<file path="config.mk">
export PLATFORM = sky130hd
export DESIGN_NAME = mem_port_arbiter_flat
export DESIGN_NICKNAME = d
export VERILOG_FILES = /design/src/rtl/mem_port_arbiter_if.sv /design/src/rtl/mem_port_arbiter.sv /design/src/flat_wrapper.sv
export SDC_FILE = /design/constraint.sdc
export NUM_CORES = 1
export LEC_CHECK = 0
export ABC_AREA = 1
export BUFFER_PORTS_ARGS = -buffer_cell sky130_fd_sc_hd__buf_2
export CAP_MARGIN = 20
export CORE_AREA = 4 4 102 104
export CTS_BUF_LIST = sky130_fd_sc_hd__clkbuf_8
export CTS_CLUSTER_SIZE = 14
export DETAILED_ROUTE_END_ITERATION = 8
export DIE_AREA = 0 0 106 108
export GPL_TIMING_DRIVEN = 0
export PLACE_DENSITY = 0.7
export RECOVER_POWER = 50
export SLEW_MARGIN = 5
export SYNTH_ARGS = -nofsm -noshare
export SYNTH_HDL_FRONTEND = slang
export SYNTH_SLANG_ARGS = --single-unit
</file>
<file path="constraint.sdc">
create_clock -name clock -period 1.8 [get_ports clock]
set_input_delay 0.36 -clock clock [delete_from_list [all_inputs] [get_ports clock]]
set_output_delay 0.36 -clock clock [all_outputs]
set_load 0.01 [all_outputs]
</file>
<file path="src/rtl/mem_port_arbiter_if.sv">
// ============================================================================
//  Module   : mem_port_arbiter_if
//  Purpose  : Cache-side and memory-side signal bundle of the memory port arbiter.
//  Revision : 1.0
// ============================================================================
`default_nettype none

interface mem_port_arbiter_if #(
    parameter int LINE_WORDS = 4,
    parameter int WIDX_W     = $clog2(LINE_WORDS)
);
    logic              ic_req;
    logic [31:0]       ic_addr;
    logic [31:0]       ic_rdata;
    logic              ic_rvalid;
    logic              ic_done;
    logic              dc_req;
    logic              dc_we;
    logic [31:0]       dc_addr;
    logic [31:0]       dc_wdata;
    logic [31:0]       dc_rdata;
    logic              dc_rvalid;
    logic              dc_done;
    logic [WIDX_W-1:0] word_idx;
    logic              mem_req;
    logic              mem_we;
    logic [31:0]       mem_addr;
    logic [31:0]       mem_wdata;
    logic [31:0]       mem_rdata;
    logic              mem_ready;

    // Arbiter side: owns the memory port and answers both caches.
    modport master (
        input  ic_req, ic_addr, dc_req, dc_we, dc_addr, dc_wdata, mem_rdata, mem_ready,
        output ic_rdata, ic_rvalid, ic_done, dc_rdata, dc_rvalid, dc_done,
        output word_idx, mem_req, mem_we, mem_addr, mem_wdata
    );

    // Environment side: the two caches plus the memory model.
    modport slave (
        output ic_req, ic_addr, dc_req, dc_we, dc_addr, dc_wdata, mem_rdata, mem_ready,
        input  ic_rdata, ic_rvalid, ic_done, dc_rdata, dc_rvalid, dc_done,
        input  word_idx, mem_req, mem_we, mem_addr, mem_wdata
    );
endinterface

`default_nettype wire

</file>
<file path="src/rtl/mem_port_arbiter.sv">
// ============================================================================
//  Module   : mem_port_arbiter
//  Purpose  : Round-robin share of one memory word port between icache and
//             dcache, running a full line burst for the granted owner.
//  Revision : 1.0
// ============================================================================
`default_nettype none

module mem_port_arbiter #(
    parameter int LINE_WORDS = 4,
    parameter int WIDX_W     = $clog2(LINE_WORDS)
) (
    input  logic                clock,
    input  logic                reset,
    mem_port_arbiter_if.master  bus
);
    localparam logic [1:0]        c_IDLE    = 2'd0;
    localparam logic [1:0]        c_BURST_I = 2'd1;
    localparam logic [1:0]        c_BURST_D = 2'd2;
    localparam logic              c_ICACHE  = 1'b0;
    localparam logic              c_DCACHE  = 1'b1;
    localparam logic [31:0]       c_LINE_MASK = ~(32'(LINE_WORDS * 4) - 32'd1);
    localparam logic [WIDX_W-1:0] c_LAST_IDX  = WIDX_W'(LINE_WORDS - 1);

    logic [1:0]        r_state;
    logic [WIDX_W-1:0] r_cnt;
    logic [31:0]       r_base;
    logic              r_we;
    logic              r_last_grant;

    logic w_burst;
    logic w_grant_i;
    logic w_grant_d;
    logic w_beat;
    logic w_last;

    assign w_burst   = (r_state == c_BURST_I) || (r_state == c_BURST_D);
    // On a tie the cache that did not win last time gets the port.
    assign w_grant_d = (r_state == c_IDLE) && bus.dc_req &&
                       (!bus.ic_req || (r_last_grant == c_ICACHE));
    assign w_grant_i = (r_state == c_IDLE) && bus.ic_req && !w_grant_d;
    assign w_beat    = w_burst && bus.mem_ready;
    assign w_last    = (r_cnt == c_LAST_IDX);

    always_ff @(posedge clock or negedge reset) begin
        if (!reset) begin
            r_state      <= c_IDLE;
            r_cnt        <= '0;
            r_base       <= '0;
            r_we         <= 1'b0;
            r_last_grant <= c_ICACHE;
        end else if (w_grant_d) begin
            r_state      <= c_BURST_D;
            r_cnt        <= '0;
            r_base       <= bus.dc_addr & c_LINE_MASK;
            r_we         <= bus.dc_we;
            r_last_grant <= c_DCACHE;
        end else if (w_grant_i) begin
            r_state      <= c_BURST_I;
            r_cnt        <= '0;
            r_base       <= bus.ic_addr & c_LINE_MASK;
            r_we         <= 1'b0;
            r_last_grant <= c_ICACHE;
        end else if (w_beat) begin
            r_cnt <= r_cnt + WIDX_W'(1);
            if (w_last) begin
                r_state <= c_IDLE;
            end
        end
    end

    assign bus.mem_req   = w_burst;
    assign bus.mem_we    = w_burst && r_we;
    assign bus.word_idx  = w_burst ? r_cnt : '0;
    assign bus.mem_addr  = w_burst ? (r_base + {{(30 - WIDX_W){1'b0}}, r_cnt, 2'b00}) : 32'd0;
    assign bus.mem_wdata = (w_burst && r_we) ? bus.dc_wdata : 32'd0;

    assign bus.ic_rdata  = bus.mem_rdata;
    assign bus.dc_rdata  = bus.mem_rdata;
    // Valid/done follow mem_ready combinationally, and only for the owner.
    assign bus.ic_rvalid = (r_state == c_BURST_I) && bus.mem_ready && !r_we;
    assign bus.ic_done   = (r_state == c_BURST_I) && bus.mem_ready && w_last;
    assign bus.dc_rvalid = (r_state == c_BURST_D) && bus.mem_ready && !r_we;
    assign bus.dc_done   = (r_state == c_BURST_D) && bus.mem_ready && w_last;

endmodule

`default_nettype wire

</file>
<file path="src/flat_wrapper.sv">
// flat-port wrapper written by rule: the top's interface ports become plain ports
module mem_port_arbiter_flat 
#(
    parameter int LINE_WORDS = 4,
    parameter int WIDX_W     = $clog2(LINE_WORDS)
)
  (clock, reset, bus_ic_req, bus_ic_addr, bus_dc_req, bus_dc_we, bus_dc_addr, bus_dc_wdata, bus_mem_rdata, bus_mem_ready, bus_ic_rdata, bus_ic_rvalid, bus_ic_done, bus_dc_rdata, bus_dc_rvalid, bus_dc_done, bus_word_idx, bus_mem_req, bus_mem_we, bus_mem_addr, bus_mem_wdata);
  mem_port_arbiter_if #(.LINE_WORDS(LINE_WORDS), .WIDX_W(WIDX_W)) bus_i ();
  input  logic clock;
  input  logic reset;
  input wire logic [$bits(bus_i.ic_req)-1:0] bus_ic_req;
  input wire logic [$bits(bus_i.ic_addr)-1:0] bus_ic_addr;
  input wire logic [$bits(bus_i.dc_req)-1:0] bus_dc_req;
  input wire logic [$bits(bus_i.dc_we)-1:0] bus_dc_we;
  input wire logic [$bits(bus_i.dc_addr)-1:0] bus_dc_addr;
  input wire logic [$bits(bus_i.dc_wdata)-1:0] bus_dc_wdata;
  input wire logic [$bits(bus_i.mem_rdata)-1:0] bus_mem_rdata;
  input wire logic [$bits(bus_i.mem_ready)-1:0] bus_mem_ready;
  output wire logic [$bits(bus_i.ic_rdata)-1:0] bus_ic_rdata;
  output wire logic [$bits(bus_i.ic_rvalid)-1:0] bus_ic_rvalid;
  output wire logic [$bits(bus_i.ic_done)-1:0] bus_ic_done;
  output wire logic [$bits(bus_i.dc_rdata)-1:0] bus_dc_rdata;
  output wire logic [$bits(bus_i.dc_rvalid)-1:0] bus_dc_rvalid;
  output wire logic [$bits(bus_i.dc_done)-1:0] bus_dc_done;
  output wire logic [$bits(bus_i.word_idx)-1:0] bus_word_idx;
  output wire logic [$bits(bus_i.mem_req)-1:0] bus_mem_req;
  output wire logic [$bits(bus_i.mem_we)-1:0] bus_mem_we;
  output wire logic [$bits(bus_i.mem_addr)-1:0] bus_mem_addr;
  output wire logic [$bits(bus_i.mem_wdata)-1:0] bus_mem_wdata;
  assign bus_i.ic_req = bus_ic_req;
  assign bus_i.ic_addr = bus_ic_addr;
  assign bus_i.dc_req = bus_dc_req;
  assign bus_i.dc_we = bus_dc_we;
  assign bus_i.dc_addr = bus_dc_addr;
  assign bus_i.dc_wdata = bus_dc_wdata;
  assign bus_i.mem_rdata = bus_mem_rdata;
  assign bus_i.mem_ready = bus_mem_ready;
  assign bus_ic_rdata = bus_i.ic_rdata;
  assign bus_ic_rvalid = bus_i.ic_rvalid;
  assign bus_ic_done = bus_i.ic_done;
  assign bus_dc_rdata = bus_i.dc_rdata;
  assign bus_dc_rvalid = bus_i.dc_rvalid;
  assign bus_dc_done = bus_i.dc_done;
  assign bus_word_idx = bus_i.word_idx;
  assign bus_mem_req = bus_i.mem_req;
  assign bus_mem_we = bus_i.mem_we;
  assign bus_mem_addr = bus_i.mem_addr;
  assign bus_mem_wdata = bus_i.mem_wdata;
  mem_port_arbiter #(.LINE_WORDS(LINE_WORDS), .WIDX_W(WIDX_W)) u_core (.clock(clock), .reset(reset), .bus(bus_i));
endmodule
</file>
==> flow_summary.html <==
<table>
<tr><th>Metric</th><th>Value</th></tr>
<tr><th colspan="2">Outcome</th></tr>
<tr><td>Result of the run</td><td>finished with violations</td></tr>
<tr><td>Violated checks</td><td>negative setup slack</td></tr>
<tr><th colspan="2">Worst setup path</th></tr>
<tr><td>Critical Setup Path Class</td><td>flop to primary output</td></tr>
<tr><td>Worst-path fanout max</td><td>6</td></tr>
<tr><td>Crit. End Element</td><td>primary output</td></tr>
<tr><td>Worst reg2reg endpoint</td><td>u_core.r_base[16]</td></tr>
<tr><td>Kind of cell adding the most delay to the critical path</td><td>flip-flops</td></tr>
<tr><td>Startpoint of the worst-slack reg-to-reg timing path</td><td>u_core.r_state[0]</td></tr>
<tr><td>Critical Path Slowest Stage Cell</td><td>sky130_fd_sc_hd__dfrtp_1</td></tr>
<tr><td>Peak per-stage delay on the critical path</td><td>0.37 ns</td></tr>
<tr><td>Worst setup slack for register-to-register paths</td><td>0.42 ns</td></tr>
<tr><td>Combined buffer and inverter count along the critical path</td><td>3</td></tr>
<tr><td>Arrival time reported for the critical path endpoint</td><td>1.59 ns</td></tr>
<tr><td>Crit-path cells</td><td>inv_2 -&gt; ha_4 -&gt; nand2_8 -&gt; clkbuf_16 -&gt; nor2_4 -&gt; buf_6</td></tr>
<tr><td>Data required, critical path</td><td>1.44 ns</td></tr>
<tr><td>Worst reg2reg path depth</td><td>9</td></tr>
<tr><td>CP startpoint kind</td><td>flop</td></tr>
<tr><th colspan="2">Clock network</th></tr>
<tr><td>Total number of H-tree levels</td><td>2</td></tr>
<tr><td>Clock root buffer</td><td>sky130_fd_sc_hd__clkbuf_8</td></tr>
<tr><td>Clock tree from TritonCTS</td><td>done</td></tr>
<tr><td>CTS buffer count</td><td>5</td></tr>
<tr><td>Clock slew seen by the registers of the worst setup and hold paths</td><td>0.07 ns</td></tr>
<tr><td># clock sinks</td><td>34</td></tr>
<tr><td>Maximum clock path buffer count</td><td>2</td></tr>
<tr><td>Clock network latency to the later pin of the worst-skew pair</td><td>0.28 ns</td></tr>
<tr><th colspan="2">Synth</th></tr>
<tr><td>Gate count of the mapped netlist</td><td>462</td></tr>
<tr><td>Number of distinct library cell variants in the gate-level netlist after synthesis</td><td>18</td></tr>
<tr><td>Post-synthesis sequential area ratio</td><td>0.280</td></tr>
<tr><td>Leading post-synthesis cells by cell area</td><td>sky130_fd_sc_hd__dfrtp_1 28%, sky130_fd_sc_hd__buf_4 18%, sky130_fd_sc_hd__nand3_1 13%</td></tr>
<tr><td>Cell taking the most area after synthesis</td><td>sky130_fd_sc_hd__dfrtp_1</td></tr>
<tr><td>Yosys warns</td><td>0</td></tr>
<tr><td>Synth Area in Compound Gates</td><td>0.00165</td></tr>
<tr><td>Number of register bits inferred by synthesis</td><td>34</td></tr>
<tr><td>Top cell type's share of synthesized area</td><td>0.280</td></tr>
<tr><td>Multiplexer share of the synthesized area</td><td>0</td></tr>
<tr><td>Area share of and/or/nand/nor cells after synthesis</td><td>0.339</td></tr>
<tr><td>Main combinational cell family by area after synthesis</td><td>buffers and inverters</td></tr>
<tr><td>Mean post-synth cell area</td><td>6.57 um^2</td></tr>
<tr><td>Post-Synthesis Cell Area</td><td>0.00304 mm^2</td></tr>
<tr><td>Area share of fa/ha/maj cells after synthesis</td><td>0.0165</td></tr>
<tr><td>Post-Synth XOR/XNOR Area</td><td>0</td></tr>
<tr><th colspan="2">Placed design</th></tr>
<tr><td># port buffers</td><td>227</td></tr>
<tr><td>Global placer's final weighted congestion</td><td>0.871</td></tr>
<tr><td>Worst setup slack before clock tree synthesis</td><td>-0.258 ns</td></tr>
<tr><td>Detailed-placement wirelength estimate</td><td>9500 um</td></tr>
<tr><th colspan="2">GRT</th></tr>
<tr><td>Total grt overflow</td><td>0</td></tr>
<tr><td>Wire length of the first global-routing pass</td><td>17200 um</td></tr>
<tr><td>Global-route usage over all layers</td><td>0.191</td></tr>
<tr><td>Pin count of the biggest net entering global routing</td><td>35</td></tr>
<tr><td>Initial antenna violation count</td><td>0</td></tr>
<tr><td>Number of global-route vias before repair</td><td>3322</td></tr>
<tr><th colspan="2">Route</th></tr>
<tr><td>Starting DRT DRC Count</td><td>116</td></tr>
<tr><td>DRC violations left</td><td>0</td></tr>
<tr><td>DR vias/cell</td><td>4.11</td></tr>
<tr><td>Number of detailed-routing iterations run before antenna repair</td><td>5</td></tr>
<tr><td>Via count</td><td>3447</td></tr>
<tr><td>Routed length per instance</td><td>14.4 um</td></tr>
<tr><td>Antenna Nets Post-Route</td><td>0</td></tr>
<tr><td>Post-Route WL</td><td>12000 um</td></tr>
<tr><th colspan="2">STA</th></tr>
<tr><td>Highest clock rate</td><td>514 MHz</td></tr>
<tr><td>Setup repair after global routing missed its margin</td><td>true</td></tr>
<tr><td>Least-Margin Pin Slew</td><td>0.900 ns</td></tr>
<tr><td>Tightest slew margin relative to the limit</td><td>0.400</td></tr>
<tr><td>Final slew viol count</td><td>0</td></tr>
<tr><td>Crit path setup slack, layout</td><td>-0.145 ns</td></tr>
<tr><td>Final min period</td><td>1.95 ns</td></tr>
<tr><td>Final-layout worst hold slack</td><td>0.197 ns</td></tr>
<tr><td>Ratio of final minimum period to clock period</td><td>1.08</td></tr>
<tr><td>Final hold violation count</td><td>0</td></tr>
<tr><td>Setup-violating endpoint count in the final report</td><td>61</td></tr>
<tr><td>Post-Route Skew</td><td>0.00225 ns</td></tr>
<tr><th colspan="2">Power</th></tr>
<tr><td>Cell leakage power</td><td>3.18 nW</td></tr>
<tr><td>Total power divided by cell area</td><td>1550 mW/mm^2</td></tr>
<tr><td>Internal cell power</td><td>0.00417 W</td></tr>
<tr><td>Combinational group share of total power</td><td>0.733</td></tr>
<tr><td>Max VDD drop</td><td>0.751 mV</td></tr>
<tr><td>Fraction of power consumed by sequential logic</td><td>0.196</td></tr>
<tr><td>Switching portion of total power</td><td>0.461</td></tr>
<tr><td>Clock network fraction of total power</td><td>0.072</td></tr>
<tr><td>Total net switching power</td><td>0.00357 W</td></tr>
<tr><th colspan="2">Floorplanning</th></tr>
<tr><td>Initial standard-cell utilization of the core</td><td>0.318</td></tr>
<tr><td>Total Die Area</td><td>0.0114 mm^2</td></tr>
<tr><td>Vert. Die Dim</td><td>108 um</td></tr>
<tr><td>DIE WIDTH</td><td>106 um</td></tr>
<tr><td>FP Rows</td><td>36</td></tr>
<tr><td>Total I/O pin count</td><td>270</td></tr>
<tr><td>Area of the core region</td><td>0.00955 mm^2</td></tr>
<tr><th colspan="2">Job</th></tr>
<tr><td>Max-cap viol count</td><td>0</td></tr>
<tr><th colspan="2">Layout</th></tr>
<tr><td>Relative area change from synthesis to final layout</td><td>64.8%</td></tr>
<tr><td>Filler Cell Count</td><td>1021</td></tr>
<tr><td>Leading cell types in the layout, fill and taps excluded</td><td>165 x sky130_fd_sc_hd__buf_2, 80 x sky130_fd_sc_hd__nand2_1, 78 x sky130_fd_sc_hd__inv_1, 78 x sky130_fd_sc_hd__nand3_1, 76 x sky130_fd_sc_hd__buf_4</td></tr>
<tr><td>Antenna fix cells</td><td>0</td></tr>
<tr><td>Share of cells above drive strength 1</td><td>0.525</td></tr>
<tr><td>Layout Nets</td><td>844</td></tr>
<tr><td>Most common cell after layout, fill and taps aside</td><td>sky130_fd_sc_hd__buf_2</td></tr>
<tr><td>Final cell utilization of the core</td><td>0.524</td></tr>
<tr><th colspan="2">Hold path</th></tr>
<tr><td>Classification of the worst-slack hold path</td><td>input pin to async pin</td></tr>
</table>
[Yosys cell counts]
cell type,instances
sky130_fd_sc_hd__a21oi_1,1
sky130_fd_sc_hd__buf_2,4
sky130_fd_sc_hd__buf_4,72
sky130_fd_sc_hd__buf_6,6
sky130_fd_sc_hd__clkbuf_1,4
sky130_fd_sc_hd__clkbuf_4,1
sky130_fd_sc_hd__clkbuf_8,5
sky130_fd_sc_hd__conb_1,1
sky130_fd_sc_hd__dfrtp_1,34
sky130_fd_sc_hd__ha_1,4
sky130_fd_sc_hd__inv_1,100
sky130_fd_sc_hd__inv_2,1
sky130_fd_sc_hd__nand2_1,101
sky130_fd_sc_hd__nand2_2,1
sky130_fd_sc_hd__nand3_1,78
sky130_fd_sc_hd__nand3_2,10
sky130_fd_sc_hd__nor2_1,34
sky130_fd_sc_hd__nor3_1,5
[final cells by class]
| type | instances | area (um^2) | share of cell area |
|---|---|---|---|
| clock buffers | 6 | 82.6 | 0.0165 |
| plain buffers | 92 | 777 | 0.155 |
| multi-input cells | 236 | 1340 | 0.268 |
| inverters | 101 | 384 | 0.0767 |
| flip-flops and latches | 34 | 851 | 0.170 |
| repair buffers | 236 | 1400 | 0.280 |
| well taps | 133 | 166 | 0.0333 |
[cells by family (layout without fill, tap and decap cells)]
group	after synthesis	after routing
and+or+nand+nor	229	229
adders and majority gates	4	4
buffers and inverters	193	435
AOI/OAI and AO/OA	1	1
DFF	34	34
other	1	2
[power by group through the flow]
stage | clock [W] | sequential, W | combinational (W)
final | 0.000554 | 0.00151 | 0.00567
after global routing | 0.000617 | 0.00156 | 0.00621
after CTS | 0.000577 | 0.00140 | 0.00448
after detailed placement | 0 | 0.00140 | 0.00402
after global placement | 0 | 0.00138 | 0.00401
after floorplan | 0 | 0.00135 | 0.00265
[what timing repair did]
action | 4_1_cts | 5_1_grt
resized for setup | 46 | 96
cloned | 1 | 1
setup buffers | 4 | 4
hold buffers | 0 | 0
endpoints found under the setup margin | 65 | 65
pin swaps | 3 | 4
[state kept, by name (all words and copies together), names as in the netlist]
register / cells
u_core.r_base: 28
u_core.r_cnt: 2
u_core.r_state: 2
u_core.r_last_grant: 1
u_core.r_we: 1
[metal layers]
metal,global-route usage,wire length (um)
met1,0.224,4840
met2,0.346,6070
met3,0.0555,939
met4,0.0426,174
met5,0,0
[worst max path at each step]
stage                            from                 to  slack, ns  depth (start not counted)
finish              u_core.r_state[0]  bus_mem_wdata[20]      -0.15                          6
global placement    u_core.r_state[0]  bus_mem_wdata[18]      -0.27                          6
floorplan           u_core.r_state[0]    bus_word_idx[0]       0.06                          6
detailed placement  u_core.r_state[0]  bus_mem_wdata[18]      -0.26                          6
CTS                 u_core.r_state[0]  bus_mem_wdata[18]      -0.15                          6
global route        u_core.r_state[0]  bus_mem_wdata[20]      -0.22                          6
[through the flow]
stage | setup TNS, ns | total power, W | std cells | cell area, um^2
2_1_floorplan | 0 | 0.00400 | 463 | 3040
3_3_place_gp | -5.03 | 0.00539 | 823 | 4340
3_5_place_dp | -5.44 | 0.00543 | 823 | 4340
4_1_cts | -4.92 | 0.00645 | 834 | 4660
5_1_grt | -9.87 | 0.00839 | 838 | 5000
6_report | -5.12 | 0.00774 | 838 | 5000
(Power assumes the default switching activity.)
